<file path="config.mk">
export PLATFORM = sky130hd
export DESIGN_NAME = proc_mem_arbiter
export DESIGN_NICKNAME = d
export VERILOG_FILES = /design/src/rtl/proc_mem_arbiter.sv
export SDC_FILE = /design/constraint.sdc
export NUM_CORES = 1
export LEC_CHECK = 0
export ABC_AREA = 0
export CAP_MARGIN = 10
export CORE_AREA = 2 2 118 120
export CTS_CLUSTER_SIZE = 10
export DETAILED_ROUTE_END_ITERATION = 6
export DIE_AREA = 0 0 120 122
export PLACE_DENSITY = 0.58
export SLEW_MARGIN = 0
export SYNTH_ARGS = -nofsm -noshare
export SYNTH_HDL_FRONTEND = slang
export SYNTH_SLANG_ARGS = --single-unit
</file>
<file path="constraint.sdc">
create_clock -name clk -period 1.9 [get_ports clk]
set_input_delay 0.19 -clock clk [delete_from_list [all_inputs] [get_ports clk]]
set_output_delay 0.19 -clock clk [all_outputs]
set_load 0.02 [all_outputs]
</file>
<file path="src/rtl/proc_mem_arbiter.sv">
// Two-port arbiter sharing one single-ported word memory between the
// TinyRV1 fetch port (0) and data port (1); responses return one cycle later.
module proc_mem_arbiter #(
  parameter bit p_rr_enable = 1'b1
) (
  input  logic                    clk,
  input  logic                    rst,

  input  logic                    req0_val,
  output logic                    req0_rdy,
  input  logic                    req0_wen,
  input  logic [31:0]             req0_addr,
  input  logic [31:0]             req0_wdata,
  output logic                    resp0_val,
  output logic [31:0]             resp0_data,

  input  logic                    req1_val,
  output logic                    req1_rdy,
  input  logic                    req1_wen,
  input  logic [31:0]             req1_addr,
  input  logic [31:0]             req1_wdata,
  output logic                    resp1_val,
  output logic [31:0]             resp1_data,

  output logic                    mem_val,
  output logic                    mem_wen,
  output logic [31:0]             mem_addr,
  output logic [31:0]             mem_wdata,
  input  logic [31:0]             mem_rdata
);

  localparam int unsigned DW = 32;

  logic prio_q,      prio_d;
  logic resp_pend_q, resp_pend_d;
  logic resp_port_q, resp_port_d;
  logic resp_wen_q,  resp_wen_d;

  logic gnt0, gnt1;

  // Grant: single requester wins outright; contention resolved by prio or port 0
  always_comb begin
    gnt0 = 1'b0;
    gnt1 = 1'b0;
    if (!rst) begin
      if (req0_val && req1_val) begin
        if (p_rr_enable && prio_q) gnt1 = 1'b1;
        else                       gnt0 = 1'b1;
      end else begin
        gnt0 = req0_val;
        gnt1 = req1_val;
      end
    end
  end

  assign req0_rdy = gnt0;
  assign req1_rdy = gnt1;

  // Zero-latency pass-through of the winner's request onto the memory port
  always_comb begin
    mem_val   = gnt0 | gnt1;
    mem_wen   = 1'b0;
    mem_addr  = req0_addr;
    mem_wdata = req0_wdata;
    if (gnt0) begin
      mem_wen = req0_wen;
    end else if (gnt1) begin
      mem_wen   = req1_wen;
      mem_addr  = req1_addr;
      mem_wdata = req1_wdata;
    end
  end

  always_comb begin
    prio_d      = prio_q;
    resp_pend_d = 1'b0;
    resp_port_d = resp_port_q;
    resp_wen_d  = resp_wen_q;
    if (gnt0 || gnt1) begin
      prio_d      = gnt0;
      resp_pend_d = 1'b1;
      resp_port_d = gnt1;
      resp_wen_d  = mem_wen;
    end
  end

  always_ff @(posedge clk) begin
    if (rst) begin
      prio_q      <= 1'b0;
      resp_pend_q <= 1'b0;
      resp_port_q <= 1'b0;
      resp_wen_q  <= 1'b0;
    end else begin
      prio_q      <= prio_d;
      resp_pend_q <= resp_pend_d;
      resp_port_q <= resp_port_d;
      resp_wen_q  <= resp_wen_d;
    end
  end

  // A response still pending while reset is held is dropped, never presented
  always_comb begin
    resp0_val  = resp_pend_q && !resp_port_q && !rst;
    resp1_val  = resp_pend_q &&  resp_port_q && !rst;
    resp0_data = (resp0_val && !resp_wen_q) ? mem_rdata : DW'(0);
    resp1_data = (resp1_val && !resp_wen_q) ? mem_rdata : DW'(0);
  end

endmodule
</file>
==> impl_metrics.env, run 1 <==
export IMPL_outcome="finished, final reports clean"
export IMPL_maxSlewViolCount=0
export IMPL_maxCapViolCount=0
export IMPL_postLayoutCoreUtil=0.348
export IMPL_peakVddDrop_mv=0.242
export IMPL_slowest_delay_ns=0.52
export IMPL_area_delta_synth_final_pct=175
export IMPL_layout_commonest_cell="clkdlybuf4s50_1"
export IMPL_dp_cells=651
export IMPL_clkSinkCount=4
export IMPL_hp_class="input pin to register"
export IMPL_io_pins=300
export IMPL_antenna_found_initial=1
export IMPL_final_cell_mix="clkdlybuf4s50_1 (165), buf_2 (65), and2_1 (50), mux2_4 (49), clkbuf_2 (38)"
export IMPL_yosys_area_top_type="mux2_4"
export IMPL_nets=652
export IMPL_slew_headroom=0.839
export IMPL_crit_required_ns=1.71
export IMPL_die_x_um=120
export IMPL_fin_skew_ns=0.000150
export IMPL_multiInputGateArea_mm2=0.00147
export IMPL_initial_core_util=0.126
export IMPL_gp_congestion=0.740
export IMPL_crit_path_start_kind="input pin"
export IMPL_setup_slack_ns=0.0434
export IMPL_num_rows=43
export IMPL_route_detailed_wl_per_inst_um=14.0
export IMPL_h_tree_depth=1
export IMPL_leakage_nw=2.39
export IMPL_period_share=0.977
export IMPL_vias_per_cell=3.72
export IMPL_worst_ep_arrival_time_ns=1.67
export IMPL_first_iter_violations=43
export IMPL_route_vias_total=2467
export IMPL_combPwrFrac=0.715
export IMPL_cts_buffers=3
export IMPL_firstDrtPassIters=3
export IMPL_overflow=0
export IMPL_antenna_cells=0
export IMPL_fin_crit_ns=1.86
export IMPL_grt_max_degree=17
export IMPL_path_class="input pin to output port"
export IMPL_p_sw_frac=0.320
export IMPL_ys_seq_area_frac=0.0470
export IMPL_fp_dieH_um=122
export IMPL_crit_chain="clkdlybuf4s50_1 -> nand3b_4 -> buf_4 -> buf_16 -> mux2_4 -> buf_2"
export IMPL_grt_pass1_wl_um=13200
export IMPL_sequentialPowerShare=0.064
export IMPL_clock_fmax_mhz=539
export IMPL_clkPwrFrac=0.220
export IMPL_cts_root_buf="clkbuf_16"
export IMPL_ant_nets=0
export IMPL_ff_latch_area_um2=80.1
export IMPL_ys_warn_count=0
export IMPL_portBuffers=299
export IMPL_synth_top_area_share=0.432
export IMPL_intPower_mw=1.00
export IMPL_pre_cts_ws_ns=-0.441
export IMPL_syn_area_mm2=0.00170
export IMPL_hold_viol=0
export IMPL_p_sw_mw=0.470
export IMPL_synth_avg_cell_area_um2=10.2
export IMPL_synth_cell_types=26
export IMPL_path_max_fanout=14
export IMPL_drt_wl_total_um=9310
export IMPL_finalSetupTns_ns=0
export IMPL_fill_cells=1422
export IMPL_ys_ff_latch=4
export IMPL_power_density_mw_per_mm2=313
export IMPL_cts_buffer_depth=2
export IMPL_drive_above_1_share=0.467
export IMPL_clk_transition_reported_paths_ns=0.03
export IMPL_synth_area_leaders="mux2_4 (43%), and2_1 (18%), mux2_2 (9.9%)"
export IMPL_hpwl_um=7830
export IMPL_tightest_slew_ns=0.240
export IMPL_core_area_mm2=0.0135
export IMPL_grt_pass1_vias=2524
export IMPL_track_usage=0.115
export IMPL_critPathSlowestCell="clkdlybuf4s50_1"
export IMPL_syn_nets=333
export IMPL_synthCells=167
export IMPL_clk_latency_ns=0.22
export IMPL_setup_viol=0
export IMPL_cts_tree="yes"
export IMPL_drc=0
export IMPL_cp_end_kind="output port"
export IMPL_dieArea_mm2=0.0146
export IMPL_final_cells=664
export IMPL_total_power_mw=1.47
-- cell type report --
type	count	area share
well taps	180	0.0480
multi-input cells	148	0.314
flip-flops and latches	4	0.0171
inverters	1	0.000800
repair buffers	328	0.604
clock buffers	3	0.0160
-- worst paths after layout --
kind,to,cells after the start,slack [ns],from
worst min register to register,resp_wen_q$_SDFFE_PP0P_,2,0.52,resp_wen_q$_SDFFE_PP0P_
worst min-delay path,prio_q$_SDFFE_PP0P_,3,0.36,req0_val
worst max register to register,resp_wen_q$_SDFFE_PP0P_,5,0.83,prio_q$_SDFFE_PP0P_
worst max-delay path,mem_wdata[25],6,0.04,req1_val
-- what timing repair did --
action,CTS,global route
pin swaps,0,0
cloned,3,1
endpoints found under the hold margin,0,0
hold buffers,0,0
resized for setup,369,70
endpoints found under the setup margin,132,58
buffers inserted,1,5
-- through the flow --
stage               area, µm²  hold WS [ns]
floorplan                1700         0.300
global placement         4950         0.503
detailed placement       4950         0.509
CTS                      4770         0.522
global route             4690         0.410
finish                   4690         0.358
-- power by group through the flow --
stage	clock (mW)	sequential (mW)	combinational [mW]
after floorplan	0	0.0950	0.482
after global placement	0	0.0956	1.14
after detailed placement	0	0.0956	1.15
after CTS	0.331	0.0948	1.06
after global routing	0.336	0.0959	1.12
final	0.324	0.0948	1.05
-- cell usage after synthesis, drive strengths merged --
cell type	number
a21oi	3
a311oi	1
and2	65
and2b	3
and3b	1
buf	8
clkbuf	6
dfxtp	4
inv	1
mux2	64
nand2	1
nand2b	1
nand3	2
nand3b	1
nor2	1
nor2b	1
nor3b	1
o21a	1
o21bai	1
or2	1
-- cells by family (layout without fill, tap and decap cells) --
family	count (synthesis)	count (layout)	share of synthesized area
AOI/OAI and AO/OA	6	6	0.0228
buffers and inverters	15	332	0.0918
DFF	4	4	0.0470
muxes	64	64	0.531
and+or+nand+nor	78	78	0.308
-- sequential cells by signal, summed over array words and instances (netlist names) --
name,cells
prio_q,1
resp_wen_q,1
resp_pend_q,1
resp_port_q,1
-- routing by layer --
layer / part of all wire / global-route usage / vias up
met2: 0.55 / 0.233 / 147
li1: - / - / 1206
met1: 0.35 / 0.118 / 1106
met3: 0.092 / 0.0281 / 6
met5: 0.0017 / 0 / -
met4: 0.0066 / 0.0221 / 2
-- worst max-delay path: cells and delay by family --
kind,cells,cell delay [ns]
buffers and inverters,4,1.03
muxes,1,0.30
and+or+nand+nor,1,0.15
(Power assumes the default switching activity.)
==> inputs of run 2 (changes only) <==
- CELL_PAD_IN_SITES_DETAIL_PLACEMENT: unset -> 1
- CELL_PAD_IN_SITES_GLOBAL_PLACEMENT: unset -> 1
- CORE_AREA: 2 2 118 120 -> unset
- CORE_UTILIZATION: unset -> 13
- DIE_AREA: 0 0 120 122 -> unset
- PLACE_DENSITY: 0.58 -> 0.88
==> run 2 against run 1 <==
  * The flow now finishes with violations (setup timing)
  * Sequential power grew 0.5%
  * Total power grew 5.4%
  * Register-to-register slack lost 0.05 ns
  * Die area shrank 7.3%
  * Global-route usage grew 2.6 points
  * Critical path type is now register to output port
  * Critical endpoint is now mem_addr[15]
  * Largest cell class unchanged
==> impl_metrics.env, run 2 (synthesized netlist as in run 1, its figures left out) <==
export IMPL_firstDrtPassIters=2
export IMPL_antenna_found_initial=0
export IMPL_period_share=1.01
export IMPL_maxSlewViolCount=0
export IMPL_p_sw_mw=0.510
export IMPL_route_vias_total=2563
export IMPL_core_area_mm2=0.0127
export IMPL_hp_class="register to register"
export IMPL_cts_tree="yes"
export IMPL_reg2reg_slack_ns=0.78
export IMPL_crit_required_ns=1.71
export IMPL_vias_per_cell=3.87
export IMPL_cp_top_family="buffers and inverters"
export IMPL_grt_pass1_vias=2662
export IMPL_first_iter_violations=64
export IMPL_num_rows=41
export IMPL_setup_viol=8
export IMPL_drt_wl_total_um=11000
export IMPL_die_x_um=116
export IMPL_portBuffers=299
export IMPL_clk_transition_reported_paths_ns=0.03
export IMPL_fin_area_mm2=0.00506
export IMPL_critPathBufInv=2
export IMPL_io_pins=300
export IMPL_ant_nets=0
export IMPL_cts_hold_buffers_added=0
export IMPL_cts_root_buf="clkbuf_16"
export IMPL_overflow=0
export IMPL_total_power_mw=1.55
export IMPL_fin_skew_ns=0.000757
export IMPL_cp_end_kind="output port"
export IMPL_clkSinkCount=4
export IMPL_dieArea_mm2=0.0136
export IMPL_fin_crit_ns=1.91
export IMPL_drc=0
export IMPL_worst_ep_arrival_time_ns=1.72
export IMPL_area_delta_synth_final_pct=197
export IMPL_p_sw_frac=0.329
export IMPL_track_usage=0.141
export IMPL_crit_chain="nand2b_4 -> nand3b_4 -> buf_6 -> mux2_4 -> dlygate4sd2_1"
export IMPL_path_class="register to output port"
export IMPL_sequentialPowerShare=0.062
export IMPL_rsz0062_at_grt="yes"
export IMPL_dp_cells=645
export IMPL_hpwl_um=9280
export IMPL_final_cell_mix="clkdlybuf4s50_1 (165), dlygate4sd2_1 (65), and2_1 (50), mux2_4 (49), clkdlybuf4s15_2 (27)"
export IMPL_initial_core_util=0.134
export IMPL_grt_pass1_wl_um=14400
export IMPL_gp_congestion=0.843
export IMPL_clock_fmax_mhz=524
export IMPL_intPower_mw=1.04
export IMPL_finalSetupTns_ns=-0.0317
export IMPL_leakage_nw=2.48
export IMPL_slew_headroom=0.826
export IMPL_postLayoutCoreUtil=0.398
export IMPL_violations="setup timing"
export IMPL_placed_area_mm2=0.00495
export IMPL_antenna_cells=0
export IMPL_critPathSlowestCell="dlygate4sd2_1"
export IMPL_power_density_mw_per_mm2=306
export IMPL_cts_buffers=3
export IMPL_route_detailed_wl_per_inst_um=16.6
export IMPL_peakVddDrop_mv=0.171
export IMPL_drive_above_1_share=0.377
export IMPL_crit_path_start_kind="register"
export IMPL_path_max_fanout=8
export IMPL_nets=659
export IMPL_grt_max_degree=33
export IMPL_hold_viol=0
export IMPL_holdWs_ns=0.544
export IMPL_combPwrFrac=0.724
export IMPL_clk_latency_ns=0.23
export IMPL_setup_slack_ns=-0.00963
export IMPL_final_cells=663
export IMPL_tightest_slew_ns=0.260
export IMPL_maxCapViolCount=0
export IMPL_clkPwrFrac=0.215
export IMPL_h_tree_depth=1
export IMPL_slowest_delay_ns=0.34
export IMPL_pre_cts_ws_ns=-0.460
export IMPL_fp_dieH_um=116
export IMPL_outcome="complete, but fails checks"
export IMPL_layout_commonest_cell="clkdlybuf4s50_1"
export IMPL_cts_buffer_depth=2
run 2: worst register-to-register path: stages, from the launching register on:
cell and delay, ns:
dfxtp_2 0.31, buf_4 0.13, nand2_1 0.09, nand3_1 0.11
buf_4 0.14, a311oi_1 0.25
run 2: power groups by stage:
stage	registers [mW]	logic (mW)	clock network (mW)
final	0.0953	1.12	0.333
after global routing	0.0960	1.18	0.344
after CTS	0.0953	1.10	0.336
after detailed placement	0.0958	1.17	0
after global placement	0.0952	1.15	0
after floorplan	0.0950	0.482	0
run 2: final timing paths:
path / start / end / cells past startpoint
worst max-delay path: prio_q$_SDFFE_PP0P_ / mem_addr[15] / 5
worst min-delay path: resp_wen_q$_SDFFE_PP0P_ / resp_wen_q$_SDFFE_PP0P_ / 2
worst max register to register: prio_q$_SDFFE_PP0P_ / resp_wen_q$_SDFFE_PP0P_ / 5
worst min register to register: resp_wen_q$_SDFFE_PP0P_ / resp_wen_q$_SDFFE_PP0P_ / 2
run 2: timing repair:
| action | 4_1_cts | 5_1_grt |
|---|---|---|
| cloned | 1 | 2 |
| buffers inserted | 3 | 10 |
| pin swaps | 2 | 0 |
| resized for setup | 240 | 69 |
| endpoints found under the setup margin | 133 | 47 |
run 2: area by class of cell:
type                            instances  area, µm²
Fill cell                            1510       7660
Timing Repair Buffer                  334       3200
Multi-Input combinational cell        149       1490
Tap cell                              172        215
Sequential cell                         4       81.3
Clock buffer                            3       75.1
Inverter                                1       3.75
run 2: metal layers:
metal | up-vias | global-route usage | wire (µm)
met1 | 1187 | 0.143 | 3870
met2 | 148 | 0.290 | 6220
li1 | 1219 | - | -
met5 | - | 0 | 0
met4 | 0 | 0.0282 | 109
met3 | 9 | 0.0275 | 818
